## config.mk

```make
export PLATFORM = sky130hd
export DESIGN_NAME = vectorsum_stream
export DESIGN_NICKNAME = d
export VERILOG_FILES = /design/src/rtl/vectorsum_stream.sv
export SDC_FILE = /design/constraint.sdc
export NUM_CORES = 1
export LEC_CHECK = 0
export CAP_MARGIN = 25
export CORE_MARGIN = 5
export CORE_UTILIZATION = 40
export CTS_CLUSTER_DIAMETER = 60
export DETAILED_ROUTE_END_ITERATION = 12
export DONT_BUFFER_PORTS = 1
export GPL_TIMING_DRIVEN = 1
export PLACE_DENSITY = 0.52
export RECOVER_POWER = 50
export SLEW_MARGIN = 25
export SYNTH_ARGS = -nofsm -noshare
export SYNTH_HDL_FRONTEND = slang
export SYNTH_SLANG_ARGS = --single-unit
```

## constraint.sdc

```tcl
create_clock -name clock -period 3.7 [get_ports clock]
set_clock_uncertainty 0.2 [all_clocks]
set_input_delay 0.555 -clock clock [delete_from_list [all_inputs] [get_ports clock]]
set_output_delay 0.555 -clock clock [all_outputs]
set_load 0.05 [all_outputs]
```

## src/rtl/vectorsum_stream.sv

```systemverilog
// vectorsum_stream: pops one word from each of the x/y FIFOs, adds them, and
// pushes the sum to the z FIFO at up to one element per clock. It also tracks
// the element position inside a VECTOR_SIZE-element vector and flags the last one.
module vectorsum_stream #(
  parameter int DATA_WIDTH  = 32,
  parameter int VECTOR_SIZE = 64,
  localparam int CNT_W      = (VECTOR_SIZE > 1) ? $clog2(VECTOR_SIZE) : 1
) (
  input  logic                  clock,
  input  logic                  reset,
  output logic                  x_rd_en,
  input  logic                  x_empty,
  input  logic [DATA_WIDTH-1:0] x_dout,
  output logic                  y_rd_en,
  input  logic                  y_empty,
  input  logic [DATA_WIDTH-1:0] y_dout,
  output logic                  z_wr_en,
  input  logic                  z_full,
  output logic [DATA_WIDTH-1:0] z_din,
  output logic [CNT_W-1:0]      elem_count,
  output logic                  done
);

  typedef enum logic {
    S_LOAD,
    S_HOLD
  } state_t;

  localparam logic [CNT_W-1:0] LAST_IDX = CNT_W'(VECTOR_SIZE - 1);

  state_t                  state_q, state_d;
  logic [DATA_WIDTH-1:0]   sum_q, sum_d;
  logic [CNT_W-1:0]        count_q, count_d;
  logic                    both_avail;
  logic                    pop_en;
  logic                    wr_en;

  // Next-state logic: decide pop/write for this cycle and the resulting register updates.
  always_comb begin
    both_avail = !x_empty && !y_empty;
    pop_en     = 1'b0;
    wr_en      = 1'b0;
    state_d    = state_q;
    sum_d      = sum_q;
    count_d    = count_q;

    unique case (state_q)
      S_LOAD: begin
        if (both_avail) begin
          pop_en  = 1'b1;
          state_d = S_HOLD;
        end
      end
      S_HOLD: begin
        if (!z_full) begin
          wr_en = 1'b1;
          if (both_avail) begin
            pop_en = 1'b1;
          end else begin
            state_d = S_LOAD;
          end
        end
      end
      default: state_d = S_LOAD;
    endcase

    if (pop_en) begin
      sum_d = x_dout + y_dout;
    end

    if (wr_en) begin
      count_d = (count_q == LAST_IDX) ? '0 : count_q + 1'b1;
    end
  end

  // State, pending sum and element counter registers with synchronous reset.
  always_ff @(posedge clock) begin
    if (reset) begin
      state_q <= S_LOAD;
      sum_q   <= '0;
      count_q <= '0;
    end else begin
      state_q <= state_d;
      sum_q   <= sum_d;
      count_q <= count_d;
    end
  end

  // Handshakes are suppressed while reset is held so no word is popped or pushed
  // into FIFOs that are being reset alongside this block.
  assign x_rd_en    = pop_en && !reset;
  assign y_rd_en    = pop_en && !reset;
  assign z_wr_en    = wr_en && !reset;
  assign z_din      = sum_q;
  assign elem_count = count_q;
  assign done       = wr_en && !reset && (count_q == LAST_IDX);

endmodule
```

# Yosys cells after proc, flatten, opt, wreduce, memory -nomap -nowiden
# Cells that the tools add are included.
[classes]
add_sub_neg = 2
bitwise = 1
n_mul = 0
n_eq_ne = 1
n_div = 0
n_shift = 0
n_mux = 8
n_lt_le_gt_ge = 0
n_reduce_logical = 7
[ops]
columns = ["cell", "count"]
rows = [
  ["32-bit adder", 1],
  ["6-bit by 1-bit adder with 6-bit output (second input constant)", 1],
  ["6-bit equality test (second input constant)", 1],
  ["6-bit two-way mux", 1],
  ["1-bit two-way mux", 5],
  ["1-bit logical AND", 4],
  ["1-bit case mux with 2 select lines", 2],
  ["1-bit zero test", 3],
  ["1-bit inverter", 1],
]
[word_totals]
ff_bits = 39
in_bits = 69
wordCells = 22
rom_bits = 0
n_memories = 0
out_inout_bits = 42
ram_bits = 0
latchBits = 0

# Depth between registers and ports, before layout
[depth]
word_depth = 6
ltp_mapped = 9
depth_no_buf = 9

# Worst setup path before layout
# Ideal clock, no wire load.
[synth_timing]
path_type = "input-to-reg"
from = "in x_dout[0]"
to = "reg sum_q[20], in the netlist z_din[20]"
path_slack_ns = 0.884
arrival_ns = 2.486
setup_ns = 0.130
cell_stages = 9
t_required_ns = 3.370
n_path_buf = 0
path_cell_list = "ha_1 -> fa_1 -> a21o_1 -> a221oi_1 -> o21ai_1 -> o21a_1 -> a31oi_1 -> xor2_1 -> o21ai_0"
[synth_via]
elab_chain_cells = 1
[synth_rtl]
columns = ["item", "line_no", "rtl"]
rows = [
  ["from (decl)", "13", "input logic [DATA_WIDTH-1:0] x_dout,"],
  ["32-bit adder", "68", "sum_d = x_dout + y_dout;"],
  ["to (signal assigned)", "84", "sum_q <= sum_d;"],
  ["to (decl)", "32", "logic [DATA_WIDTH-1:0] sum_q, sum_d;"],
]
# No other way between the ends.
# A chain may end at the register's enable or synchronous reset.

# Worst setup path in the final report
[layout_timing]
from = "in x_dout[0]"
to = "reg sum_q[24], in the netlist z_din[24]"
# Same word-level chain as after synthesis.

==> out/metrics.csv <==
stage;metric;value;unit
clock_tree;cts_tree;yes;
synth;syn_nets;510;
run_status;status;completed;
pwr;power_density;364.7;nW/um2
cells_and_area;layout.nets;509;
setup_path;crit_chain;ha_1, fa_1, a21o_1, a221oi_1, o21ai_1, o2111ai_1, nand2_1, xor2_1, a22o_1;
clock_tree;cts.repair.resized;0;
global_routing;grt_usage;18.57;%
placed_design;hpwl;7268;um
sta;setup_viol;0;
sta;slew_headroom;37.67;%
die;dieArea;9654;um2
cells_and_area;diodes;0;
detailed_routing;route.vias.total;2974;
detailed_routing;routed_wl;8945;um
die;start_util;40.74;%
synth;synth_top_flop_cell;dfxtp_1;
setup_path;crit_required;3680;ps
hold_path;worstHoldPathType;in -> reg;
clock_tree;cts_buffers;5;
sta;min_period_over_period;73.15;%
global_routing;antenna_found_initial;0;
cells_and_area;area_growth;5.944;%
setup_path;r2r_cells;9;
hold_path;hold_path_depth;1;
synth;ys_types;52;
global_routing;grt_pass1_wl;14970;um
pwr;total_power;1.204;mW
synth;synth_edf_count;0;
cells_and_area;fill_cells;836;
sta;tightest_slew;933.1;ps
clock_tree;clkTransAtPathRegs;70;ps
placed_design;gp_congestion;0.9520;
setup_path;startpoint_type;input pin;
cells_and_area;instances_no_fill;508;
clock_tree;postCtsSetupBuffers;0;
setup_path;critPathBufInv;0;
detailed_routing;routedWlPerCell;17.61;um
synth;postSynthCellCount;408;
die;die_y;98.26;um
die;num_io_pins;111;
synth;postSynthAreaPerCell;7.636;um2
setup_path;cp_num_cells;9;
clock_tree;cts.sinks;39;
clock_tree;hold_buffers;0;
clock_tree;clk_latency;280;ps
detailed_routing;drtIter0Drc;200;
clock_tree;cts.htree.levels;2;
setup_path;cp_top_family;compound AO/OA/AOI/OAI gates;
sta;slew_viol_final;0;
clock_tree;cts.path.max_buffers;2;
sta;setup_tns;0;ps
run;maxCapViolCount;0;
placed_design;dp_worst_setup_slack;666.8;ps
setup_path;worstSetupEndpointType;flip-flop;
global_routing;grt_max_degree;26;
die;die_w;98.26;um
detailed_routing;drt_pass1_iterations;4;
synth;yosysWarnings;0;
synth;netlist_area;3115;um2
detailed_routing;ant_nets;0;
placed_design;io_buffer_count;0;
setup_path;worstPathArrival;2690;ps
placed_design;dp.cells;502;
sta;fmax;369.5;MHz
synth;synth_seq_area_share;25.06;%
clock_tree;ctsRootBufferMaster;clkbuf_8;
setup_path;crit_slowest_cell;fa_1;
die;num_rows;32;
setup_path;critPathKind;in -> reg;
setup_path;max_stage_delay;400;ps
pwr;ir_drop;0.0001204;V
synth;async_flop_share;0;%
setup_path;critPathMaxFanout;3;
sta;hold_violations;0;
pwr;power.leakage;1.298;nW
cells_and_area;drive_gt1_share;5.911;%
cells_and_area;fin_util;43.16;%
detailed_routing;vias_per_cell;5.854;
synth;ys_ff_latch;39;
sta;finalCriticalPeriod;2706;ps
die;core_area;7647;um2
sta;rsz0062_at_grt;false;
detailed_routing;drcViolationCount;0;
sta;fin_ws;993.5;ps
global_routing;grt_pass1_vias;2898;
global_routing;grt_overflow;0;
==> layer usage <==
metal | track usage, % | vias to the layer above | routed length (um)
li1 | - | 1489 | -
met3 | 3.786 | 11 | 660
met1 | 25.75 | 1365 | 4153
met5 | 0 | - | 0
met2 | 29.63 | 109 | 4011
met4 | 4.517 | 0 | 120
==> layout by cell type, fill, tap and decap left out, types with 3 or more instances in the layout <==
cell type	synthesis	final
a32o_1	3	3
inv_1	8	8
a211oi_1	3	3
clkbuf_8	0	5
and3_1	6	6
o21a_1	4	4
dfxtp_1	39	39
ha_1	32	32
buf_4	1	5
nor2_1	32	32
nand2b_1	3	3
and2_1	3	3
o21bai_1	3	3
nand2_1	61	61
nor3_1	6	6
a21o_1	10	10
nand4_1	9	9
nand3_1	8	8
a21oi_1	55	55
xnor2_1	13	13
xor2_1	12	12
or3_1	4	4
o21ai_0	33	33
a31oi_1	3	3
nor2b_1	4	4
==> worst paths after layout <==
kind,from,end,slack (ps)
worst max-delay path,x_dout[0],z_din[24],990
worst min-delay path,reset,z_din[1],130
worst max register to register,state_q,z_din[29],1580
worst min register to register,state_q,state_q,320
==> registers in the layout, summed over array words and instances, names as in the netlist <==
| name | count |
|---|---|
| z_din | 32 |
| elem_count | 6 |
| state_q | 1 |
==> cell type report <==
type,instances,area [um2],area share [%]
Multi-Input combinational cell,347,2248,68.12
Sequential cell,39,780.7,23.65
Tap cell,102,127.6,3.867
Clock buffer,6,72.57,2.199
Timing Repair Buffer,5,37.54,1.137
Inverter,9,33.78,1.024
==> stage by stage <==
stage / hold WS (ps) / cell area (um2)
3_3_place_gp: 289.5 / 3228
5_1_grt: 109.4 / 3301
4_1_cts: 117.0 / 3301
6_report: 130.9 / 3301
3_5_place_dp: 309.3 / 3228
2_1_floorplan: 275.0 / 3115
==> report_power, final <==
part | internal, mW | switching (mW)
Combinational | 0.145 | 0.233
Clock | 0.126 | 0.135
Sequential | 0.448 | 0.117
==> cell usage after synthesis (all sizes together) (2+ instances only) <==
master / n / area share [%]
clkbuf: 11 / 1.3
a21o: 12 / 3.0
and3: 8 / 1.7
buf: 2 / 0.36
a21oi: 56 / 9.4
mux2i: 2 / 0.64
a32o: 3 / 0.96
o21bai: 3 / 0.72
and2: 3 / 0.60
a31oi: 3 / 0.60
xor2: 12 / 3.4
o2111a: 2 / 0.72
inv: 8 / 0.96
nor2: 32 / 3.9
ha: 32 / 13
nand2: 61 / 7.3
nand4: 9 / 1.8
a221o: 2 / 0.64
nand3: 8 / 1.3
a211o: 2 / 0.56
a22o: 2 / 0.56
o2111ai: 2 / 0.56
o21ai: 36 / 5.9
nand2b: 3 / 0.60
o32ai: 2 / 0.56
a221oi: 2 / 0.56
a2111oi: 2 / 0.96
o31ai: 2 / 0.80
o21a: 4 / 0.96
nor3: 6 / 0.96
or3: 5 / 1.0
nor2b: 4 / 0.80
a211oi: 3 / 0.72
nor3b: 2 / 0.48
o211ai: 2 / 0.48
dfxtp: 39 / 25
xnor2: 13 / 3.7
==> logic make-up (layout without fill, tap and decap cells) <==
group / Yosys count / count (layout) / share of synthesized area (%)
AO/OA/AOI/OAI: 144 / 144 / 30.00
AND/OR/NAND/NOR: 143 / 143 / 21.00
flip-flops: 39 / 39 / 25.06
adder cells (fa/ha/maj): 33 / 33 / 13.49
XOR/XNOR: 25 / 25 / 7.028
buffers and inverters: 22 / 20 / 2.771
multiplexers: 2 / 2 / 0.6426
Power figures use the tool's default switching activity.
